[src/rtl/bus_register_bank.sv]
// bus_register_bank
// -----------------------------------------------------------------------------
// A bank of DEPTH registers. Each entry has a staged copy and a published copy.
// Any of COUNT bus sources can be written into a staged entry. A commit copies
// every dirty staged entry to its published copy in one cycle. The ALU/memory
// operand fetch reads only the published copies.
//
// Optional feature, off by default:
//   BUS_REGISTER_BANK_ROLLBACK_EN - adds the rollback input. Rollback copies the
//   published value back into each dirty staged entry.
//
// Ports:
//   clock          system clock; all state updates on posedge
//   reset_n        synchronous reset, active-low; clears all state
//   selector       source index; a value >= COUNT (e.g. all-ones) means no write
//   source         packed sources; source i at [i*WIDTH +: WIDTH]
//   write_enable   stage a write this cycle
//   write_address  entry to stage into
//   commit         publish all dirty entries
//   rollback       (optional) discard all dirty staged entries
//   read_address_a read port A entry
//   read_address_b read port B entry
//   read_data_a    registered published value at read_address_a
//   read_data_b    registered published value at read_address_b
//   internal_a     registered staged value at read_address_a
//   dirty          bit k set = staged[k] not yet published
//   dirty_count    registered popcount of dirty
//   commit_done    one-cycle pulse the cycle after a commit edge
module bus_register_bank #(
    parameter int WIDTH = 8,
    parameter int COUNT = 4,
    parameter int DEPTH = 8
) (
    input  logic                         clock,
    input  logic                         reset_n,
    input  logic [$clog2(COUNT+1)-1:0]   selector,
    input  logic [COUNT*WIDTH-1:0]       source,
    input  logic                         write_enable,
    input  logic [$clog2(DEPTH)-1:0]     write_address,
    input  logic                         commit,
`ifdef BUS_REGISTER_BANK_ROLLBACK_EN
    input  logic                         rollback,
`endif
    input  logic [$clog2(DEPTH)-1:0]     read_address_a,
    input  logic [$clog2(DEPTH)-1:0]     read_address_b,
    output logic [WIDTH-1:0]             read_data_a,
    output logic [WIDTH-1:0]             read_data_b,
    output logic [WIDTH-1:0]             internal_a,
    output logic [DEPTH-1:0]             dirty,
    output logic [$clog2(DEPTH+1)-1:0]   dirty_count,
    output logic                         commit_done
);

    localparam int CNT_W = $clog2(DEPTH+1);

    logic [WIDTH-1:0] staged         [DEPTH];
    logic [WIDTH-1:0] published      [DEPTH];
    logic [WIDTH-1:0] staged_next    [DEPTH];
    logic [WIDTH-1:0] published_next [DEPTH];
    logic [DEPTH-1:0] dirty_next;
    logic [WIDTH-1:0] write_data;
    logic             write_accept;

    function automatic logic [CNT_W-1:0] popcount(input logic [DEPTH-1:0] bits);
        logic [CNT_W-1:0] n;
        n = '0;
        for (int k = 0; k < DEPTH; k++) begin
            n = n + CNT_W'(bits[k]);
        end
        return n;
    endfunction

    // Selector is compared and decoded at full integer width, so no index
    // truncation occurs for large COUNT. An out-of-range selector matches no
    // source, and the write is then refused.
    assign write_accept = write_enable && (int'(selector) < COUNT);

    always_comb begin
        write_data = '0;
        for (int i = 0; i < COUNT; i++) begin
            if (int'(selector) == i) begin
                write_data = source[i*WIDTH +: WIDTH];
            end
        end
    end

    // The rules below are applied in priority order: commit, then rollback,
    // then the write. A write in the same cycle therefore always lands in
    // staged and leaves its dirty bit set.
    // NOTE: combinational next-state uses blocking '='; every target gets its
    // default first, so no latch is inferred.
    always_comb begin
        staged_next    = staged;
        published_next = published;
        dirty_next     = dirty;

        if (commit) begin
            for (int k = 0; k < DEPTH; k++) begin
                if (dirty[k]) begin
                    published_next[k] = staged[k];
                end
            end
            dirty_next = '0;
        end
`ifdef BUS_REGISTER_BANK_ROLLBACK_EN
        else if (rollback) begin
            for (int k = 0; k < DEPTH; k++) begin
                if (dirty[k]) begin
                    staged_next[k] = published[k];
                end
            end
            dirty_next = '0;
        end
`endif

        if (write_accept) begin
            staged_next[write_address] = write_data;
            dirty_next[write_address]  = 1'b1;
        end
    end

    // Reads sample the arrays as they were before this edge. A read on a
    // commit edge therefore returns the old published value, and internal_a
    // on a write edge returns the old staged value.
    always_ff @(posedge clock) begin
        if (!reset_n) begin
            // NOTE: both arrays are cleared on reset on purpose. A reset must
            // discard staged data, and published must read back as zero.
            for (int k = 0; k < DEPTH; k++) begin
                staged[k]    <= '0;
                published[k] <= '0;
            end
            dirty       <= '0;
            dirty_count <= '0;
            commit_done <= 1'b0;
            read_data_a <= '0;
            read_data_b <= '0;
            internal_a  <= '0;
        end else begin
            // NOTE: sequential state uses non-blocking '<=' so that every read
            // in this block sees the value from before the edge.
            staged      <= staged_next;
            published   <= published_next;
            dirty       <= dirty_next;
            dirty_count <= popcount(dirty_next);
            commit_done <= commit;
            read_data_a <= published[read_address_a];
            read_data_b <= published[read_address_b];
            internal_a  <= staged[read_address_a];
        end
    end

endmodule

[config.mk]
export PLATFORM = sky130hd
export DESIGN_NAME = bus_register_bank
export DESIGN_NICKNAME = d
export VERILOG_FILES = /design/src/rtl/bus_register_bank.sv
export SDC_FILE = /design/constraint.sdc
export NUM_CORES = 1
export LEC_CHECK = 0
export CORE_MARGIN = 2
export CORE_UTILIZATION = 51
export DETAILED_ROUTE_END_ITERATION = 6
export PLACE_DENSITY = 0.73
export SYNTH_ARGS = -nofsm -noshare
export SYNTH_HDL_FRONTEND = slang
export SYNTH_SLANG_ARGS = --single-unit
export TNS_END_PERCENT = 50
[constraint.sdc]
create_clock -name clock -period 6.6 [get_ports clock]
set_input_delay 0.99 -clock clock [delete_from_list [all_inputs] [get_ports clock]]
set_output_delay 0.99 -clock clock [all_outputs]
set_load 0.01 [all_outputs]
==> impl_metrics.py, run 1 <==
metrics = {
    "placement": {
        "dp_hpwl_um": 14900,
        "dp_cells": 951,
        "gp_congestion": 0.851,
        "io_buffers": 84,
        "place_ws_ns": 1.42,
    },
    "cts": {
        "cts_sinks": 165,
        "worst_setup_hold_path_clk_slew_ns": 0.06,
        "insertion_delay_ns": 0.43,
        "htree_levels": 4,
        "clock_path_buffers": 2,
        "cts_tree": "yes",
        "ctsRootBufferMaster": "clkbuf_16",
        "cts_made_buffers": 17,
        "cts_resized": 0,
        "postCtsHoldBufs": 0,
        "post_cts_buffers": 0,
    },
    "layout": {
        "layout-drive-gt1-share": 0.195,
        "stdcell_count": 982,
        "nets": 837,
        "fillers": 1259,
        "multi_input_area_mm2": 0.00416,
        "area_growth_pct": 15.5,
        "postLayoutCoreUtil": 0.604,
        "mostFrequentLayoutCell": "dfxtp_1",
        "final_cell_mix": "dfxtp_1 (165), a21oi_1 (129), clkdlybuf4s50_1 (81)",
        "antenna_cells": 0,
        "regArea_mm2": 0.00330,
    },
    "pwr": {
        "p_comb_frac": 0.085,
        "power_density_mw_per_mm2": 238,
        "p_switching_w": 0.000506,
        "swShare": 0.231,
        "ir_drop_uv": 208,
        "pwr-share-clk": 0.449,
        "power_w": 0.00219,
        "power.leakage_nw": 3.05,
        "internal_power_w": 0.00168,
        "pwr-share-seq": 0.466,
    },
    "synth": {
        "synthArstFlopShare": 0,
        "ys_warn_count": 0,
        "ys.flop_type": "dfxtp_1",
        "synth_cell_types": 31,
        "avgSynthCellArea_um2": 10.6,
        "syn_nets": 804,
        "ys_seq_elements": 165,
        "syn_area_mm2": 0.00795,
        "ys_seq_area_frac": 0.415,
        "synthCells": 749,
        "synth-edff-count": 0,
    },
    "die": {
        "die_area_mm2": 0.0166,
        "die_h_um": 129,
        "start_util": 0.523,
        "num_rows": 45,
        "io-pin-count": 85,
        "die-width_um": 129,
        "core_area_mm2": 0.0152,
    },
    "critical_path": {
        "timing.critical_path.from_type": "input pin",
        "rr_endpoint": "dirty_count[2]",
        "cp.buffers_inverters": 4,
        "critPathKind": "in2reg",
        "cp_cell_sequence": "clkdlybuf4s50_1 > nor2_2 > and2_1 > or2_2 > fa_1 > inv_1 > fa_1 > fa_1 > inv_1 > ha_1 > inv_1 > fa_1 > xor2_1 > nor2_1",
        "worst_ep_arrival_time_ns": 5.00,
        "worst_ep_required_time_ns": 6.89,
        "path_common_cell": "fa_1",
        "path_max_fanout": 18,
        "cpPeakStageDelay_ns": 0.56,
        "r2r_slack_ns": 3.08,
        "crit_slowest_cell": "nor2_2",
        "crit_family": "adder cells",
        "endpoint_kind": "register",
        "ff2ff_path_depth": 12,
        "r2r_start": "dirty[0]",
    },
    "detailed_routing": {
        "via_count": 6184,
        "routed_wl_um": 20800,
        "post_drt_via_cell_ratio": 6.30,
        "first_pass_iters": 5,
        "drt_iter0_drc": 644,
        "drc": 0,
        "ant_nets": 0,
        "wire_per_inst_um": 21.2,
    },
    "grt": {
        "overflow": 0,
        "antenna_found_initial": 0,
        "grt_pass1_vias": 5932,
        "grt_max_degree": 107,
        "track_usage": 0.261,
        "grt_pass1_wl_um": 32900,
    },
    "run_status": {
        "status": "finished clean",
    },
    "sta": {
        "worst_pin_slew_ns": 1.13,
        "finalWorstSetupSlack_ns": 1.89,
        "slew_violations": 0,
        "tns_ns": 0,
        "fmax_mhz": 212,
        "relSlewSlack": 0.242,
        "period_minus_slack_ns": 4.71,
        "rsz0062_at_grt": "false",
        "setup_violations": 0,
        "skew_ns": 0.00545,
        "post-route-period-util": 0.714,
        "hold_viol": 0,
    },
    "job": {
        "cap_violations": 0,
    },
    "min_path": {
        "min_from": "published[1]",
        "hp-class": "reg2reg",
        "holdPathStages": 2,
        "hold_end": "published[1]",
    },
}
## registers in the layout, summed over array words and instances (netlist names)
name	count
published	64
dirty_count	4
staged	64
read_data_b	8
internal_a	8
dirty	8
commit_done	1
read_data_a	8
## stage by stage
stage,hold WS (ns),instance area (um2)
after floorplan,0.441,7950
final,0.465,9190
after global placement,0.453,8610
after detailed placement,0.458,8610
after global routing,0.482,9190
after CTS,0.466,9190
## metal layers
layer	track usage	part of all wire
met1	0.341	0.41
met2	0.419	0.47
met3	0.0599	0.082
met4	0.113	0.033
met5	0	0
## logic make-up (layout without fill, tap and decap cells)
family,after synthesis,after routing,synth area share
AND/OR/NAND/NOR,195,195,0.111
buffers and inverters,84,129,0.0620
flip-flops,165,165,0.415
AO/OA/AOI/OAI,209,209,0.207
multiplexers,88,88,0.189
XOR/XNOR,1,1,0.00110
adder cells (fa/ha/maj),7,7,0.0148
## worst max-delay path by stage
stage                           startpoint              to  slack, ns  cells after the start
after floorplan               write_enable  dirty_count[2]       2.37                     15
after global placement         selector[2]  dirty_count[2]       1.53                     15
after detailed placement  write_address[2]  dirty_count[2]       1.42                     14
after CTS                 write_address[2]  dirty_count[2]       1.86                     14
after global routing      write_address[2]  dirty_count[2]       1.63                     14
final                     write_address[2]  dirty_count[2]       1.89                     14
## worst register-to-register path: stages (launching register included)
cell,delay [ns]
dfxtp_1,0.47
nor2b_1,0.23
or2_2,0.29
fa_1,0.56
inv_1,0.06
fa_1,0.49
fa_1,0.41
inv_1,0.08
ha_1,0.16
inv_1,0.06
fa_1,0.37
xor2_1,0.16
nor2_1,0.05
## cells in the mapped netlist, types with 4 or more instances
cell type | instances | area, um2
dfxtp_1 | 165 | 3300
a21oi_1 | 129 | 646
nand2_1 | 73 | 274
a211oi_2 | 64 | 801
nand3_1 | 64 | 320
mux4_2 | 42 | 946
mux2i_1 | 40 | 400
nor2_1 | 32 | 120
buf_2 | 27 | 135
clkbuf_1 | 23 | 86.3
and2_1 | 10 | 62.6
buf_4 | 9 | 67.6
o22a_4 | 8 | 140
buf_1 | 7 | 26.3
inv_1 | 7 | 26.3
nor2b_1 | 7 | 43.8
buf_6 | 6 | 67.6
mux4_1 | 6 | 158
o21a_1 | 5 | 37.5
buf_12 | 4 | 80.1
fa_1 | 4 | 80.1
or2_1 | 4 | 25.0
## power by group through the flow
stage	clock, W	combinational (W)	sequential (W)
2_1_floorplan	0	0.000138	0.00104
6_report	0.000983	0.000187	0.00102
3_5_place_dp	0	0.000186	0.00104
5_1_grt	0.00103	0.000200	0.00102
4_1_cts	0.000994	0.000187	0.00102
3_3_place_gp	0	0.000182	0.00104
## cell type report
| cell class | instances | share of cell area |
|---|---|---|
| Sequential cell | 165 | 0.359 |
| Tap cell | 188 | 0.0256 |
| Clock buffer | 21 | 0.0490 |
| Multi-Input combinational cell | 500 | 0.453 |
| Clock inverter | 10 | 0.0143 |
| Inverter | 8 | 0.00381 |
| Timing Repair Buffer | 90 | 0.0948 |
No activity file was read; power rests on OpenSTA's default activity.
==> run 2: changes to the inputs <==
clock period = 4.7 ns   (was 6.6 ns; I/O delays follow)
==> impl_metrics.py, run 2 (synthesis results as in run 1) <==
metrics = {
    "sta": {
        "setup_violations": 0,
        "skew_ns": 0.00613,
        "finalWorstSetupSlack_ns": 0.689,
        "rsz0062_at_grt": "false",
        "slew_violations": 0,
        "tns_ns": 0,
        "post-route-period-util": 0.853,
        "fmax_mhz": 249,
        "relSlewSlack": 0.235,
        "hold_viol": 0,
        "period_minus_slack_ns": 4.01,
        "worst_pin_slew_ns": 1.14,
    },
    "layout": {
        "layout-drive-gt1-share": 0.202,
        "stdcell_count": 987,
        "mostFrequentLayoutCell": "dfxtp_1",
        "multi_input_area_mm2": 0.00416,
        "nets": 842,
        "regArea_mm2": 0.00330,
        "antenna_cells": 0,
        "final_cell_mix": "dfxtp_1 (165), a21oi_1 (129), clkdlybuf4s50_1 (81)",
        "reg_top3": "published x64, staged x64",
        "area_growth_pct": 16.3,
        "fillers": 1256,
    },
    "critical_path": {
        "ff2ff_path_depth": 12,
        "r2r_slack_ns": 1.12,
        "path_max_fanout": 5,
        "worst_ep_required_time_ns": 4.98,
        "endpoint_kind": "register",
        "worst_ep_arrival_time_ns": 4.30,
        "timing.critical_path.from_type": "input pin",
        "rr_endpoint": "dirty_count[2]",
        "critPathKind": "in2reg",
        "r2r_start": "dirty[0]",
    },
    "cts": {
        "postCtsHoldBufs": 0,
        "insertion_delay_ns": 0.43,
        "ctsRootBufferMaster": "clkbuf_16",
        "post_cts_buffers": 0,
        "cts_tree": "yes",
        "htree_levels": 4,
        "cts_sinks": 165,
        "clock_path_buffers": 2,
        "cts_resized": 0,
        "cts_made_buffers": 17,
        "worst_setup_hold_path_clk_slew_ns": 0.06,
    },
    "die": {
        "num_rows": 45,
        "die_h_um": 129,
        "io-pin-count": 85,
        "die-width_um": 129,
        "start_util": 0.523,
        "die_area_mm2": 0.0166,
        "core_area_mm2": 0.0152,
    },
    "detailed_routing": {
        "routed_wl_um": 21900,
        "ant_nets": 0,
        "post_drt_via_cell_ratio": 6.26,
        "drc": 0,
        "first_pass_iters": 7,
        "wire_per_inst_um": 22.2,
        "via_count": 6177,
        "drt_iter0_drc": 675,
    },
    "pwr": {
        "power.leakage_nw": 3.09,
        "power_density_mw_per_mm2": 335,
        "ir_drop_uv": 286,
    },
    "run_status": {
        "status": "finished clean",
    },
    "placement": {
        "dp_hpwl_um": 15500,
        "gp_congestion": 0.931,
        "place_ws_ns": 0.324,
        "dp_cells": 956,
        "io_buffers": 84,
    },
    "grt": {
        "overflow": 0,
        "grt_max_degree": 88,
        "grt_pass1_vias": 6068,
        "antenna_found_initial": 0,
        "track_usage": 0.275,
        "grt_pass1_wl_um": 34300,
    },
    "job": {
        "cap_violations": 0,
    },
    "min_path": {
        "holdPathStages": 2,
        "hold_end": "published[57]",
        "min_from": "published[57]",
        "hp-class": "reg2reg",
    },
}
-- run 2: cell count changes in the layout (fill, tap and decap cells not counted), sizes merged --
cell,change
clkinvlp,+1
buf,+5
clkinv,-1
-- run 2: per-stage QoR --
stage                     hold WS (ns)  cell area (um2)  power, W  utilization
after detailed placement         0.460             8660   0.00173        0.569
after global placement           0.452             8660   0.00172        0.569
after global routing             0.484             9250   0.00318        0.608
after CTS                        0.468             9250   0.00310        0.608
after floorplan                  0.441             7950   0.00165            -
final                            0.468             9250   0.00310        0.608
-- run 2: how the worst max path moves through the flow --
stage	start	end	slack (ns)	cells past startpoint
floorplan	write_enable	dirty_count[2]	0.75	15
global placement	selector[2]	dirty_count[2]	0.43	14
detailed placement	selector[2]	dirty_count[2]	0.32	14
CTS	selector[2]	dirty_count[2]	0.73	14
global route	selector[2]	dirty_count[2]	0.59	14
finish	selector[2]	dirty_count[2]	0.69	14
-- run 2: worst max-delay path, cell delays in order --
cell and delay [ns]:
clkdlybuf4s50_1 0.51, and3b_1 0.24, and2_1 0.16, or2_1 0.26
fa_1 0.52, inv_1 0.06, fa_1 0.52, fa_1 0.44
inv_1 0.08, ha_1 0.17, inv_1 0.06, fa_1 0.37
xor2_1 0.15, nor2_1 0.06
-- run 2: per-layer routing --
| layer | share of wire | wire length [um] | GRT usage | up-vias |
|---|---|---|---|---|
| li1 | - | - | - | 2821 |
| met1 | 0.41 | 8990 | 0.359 | 2982 |
| met2 | 0.47 | 10200 | 0.433 | 322 |
| met3 | 0.072 | 1590 | 0.0495 | 52 |
| met4 | 0.051 | 1130 | 0.159 | 0 |
| met5 | 0 | 0 | 0 | - |
-- run 2: cell type report --
class	instances	area share
Multi-Input combinational cell	500	0.450
Timing Repair Buffer	95	0.0996
Inverter	8	0.00379
Clock inverter	10	0.0141
Sequential cell	165	0.357
Tap cell	188	0.0254
Clock buffer	21	0.0498
-- run 2: power by group --
group	switching [W]	leakage, nW	internal (W)
sequential	0.0000180	1.33	0.00141
clock	0.000544	0.288	0.000855
combinational	0.000158	1.47	0.000111
total	0.000720	3.09	0.00238
==> run 3: changes to the inputs <==
CTS_CLUSTER_DIAMETER = 200   (was unset)
==> results of run 3 <==
No change in the layout: final DEF, timing and power equal those of run 2.
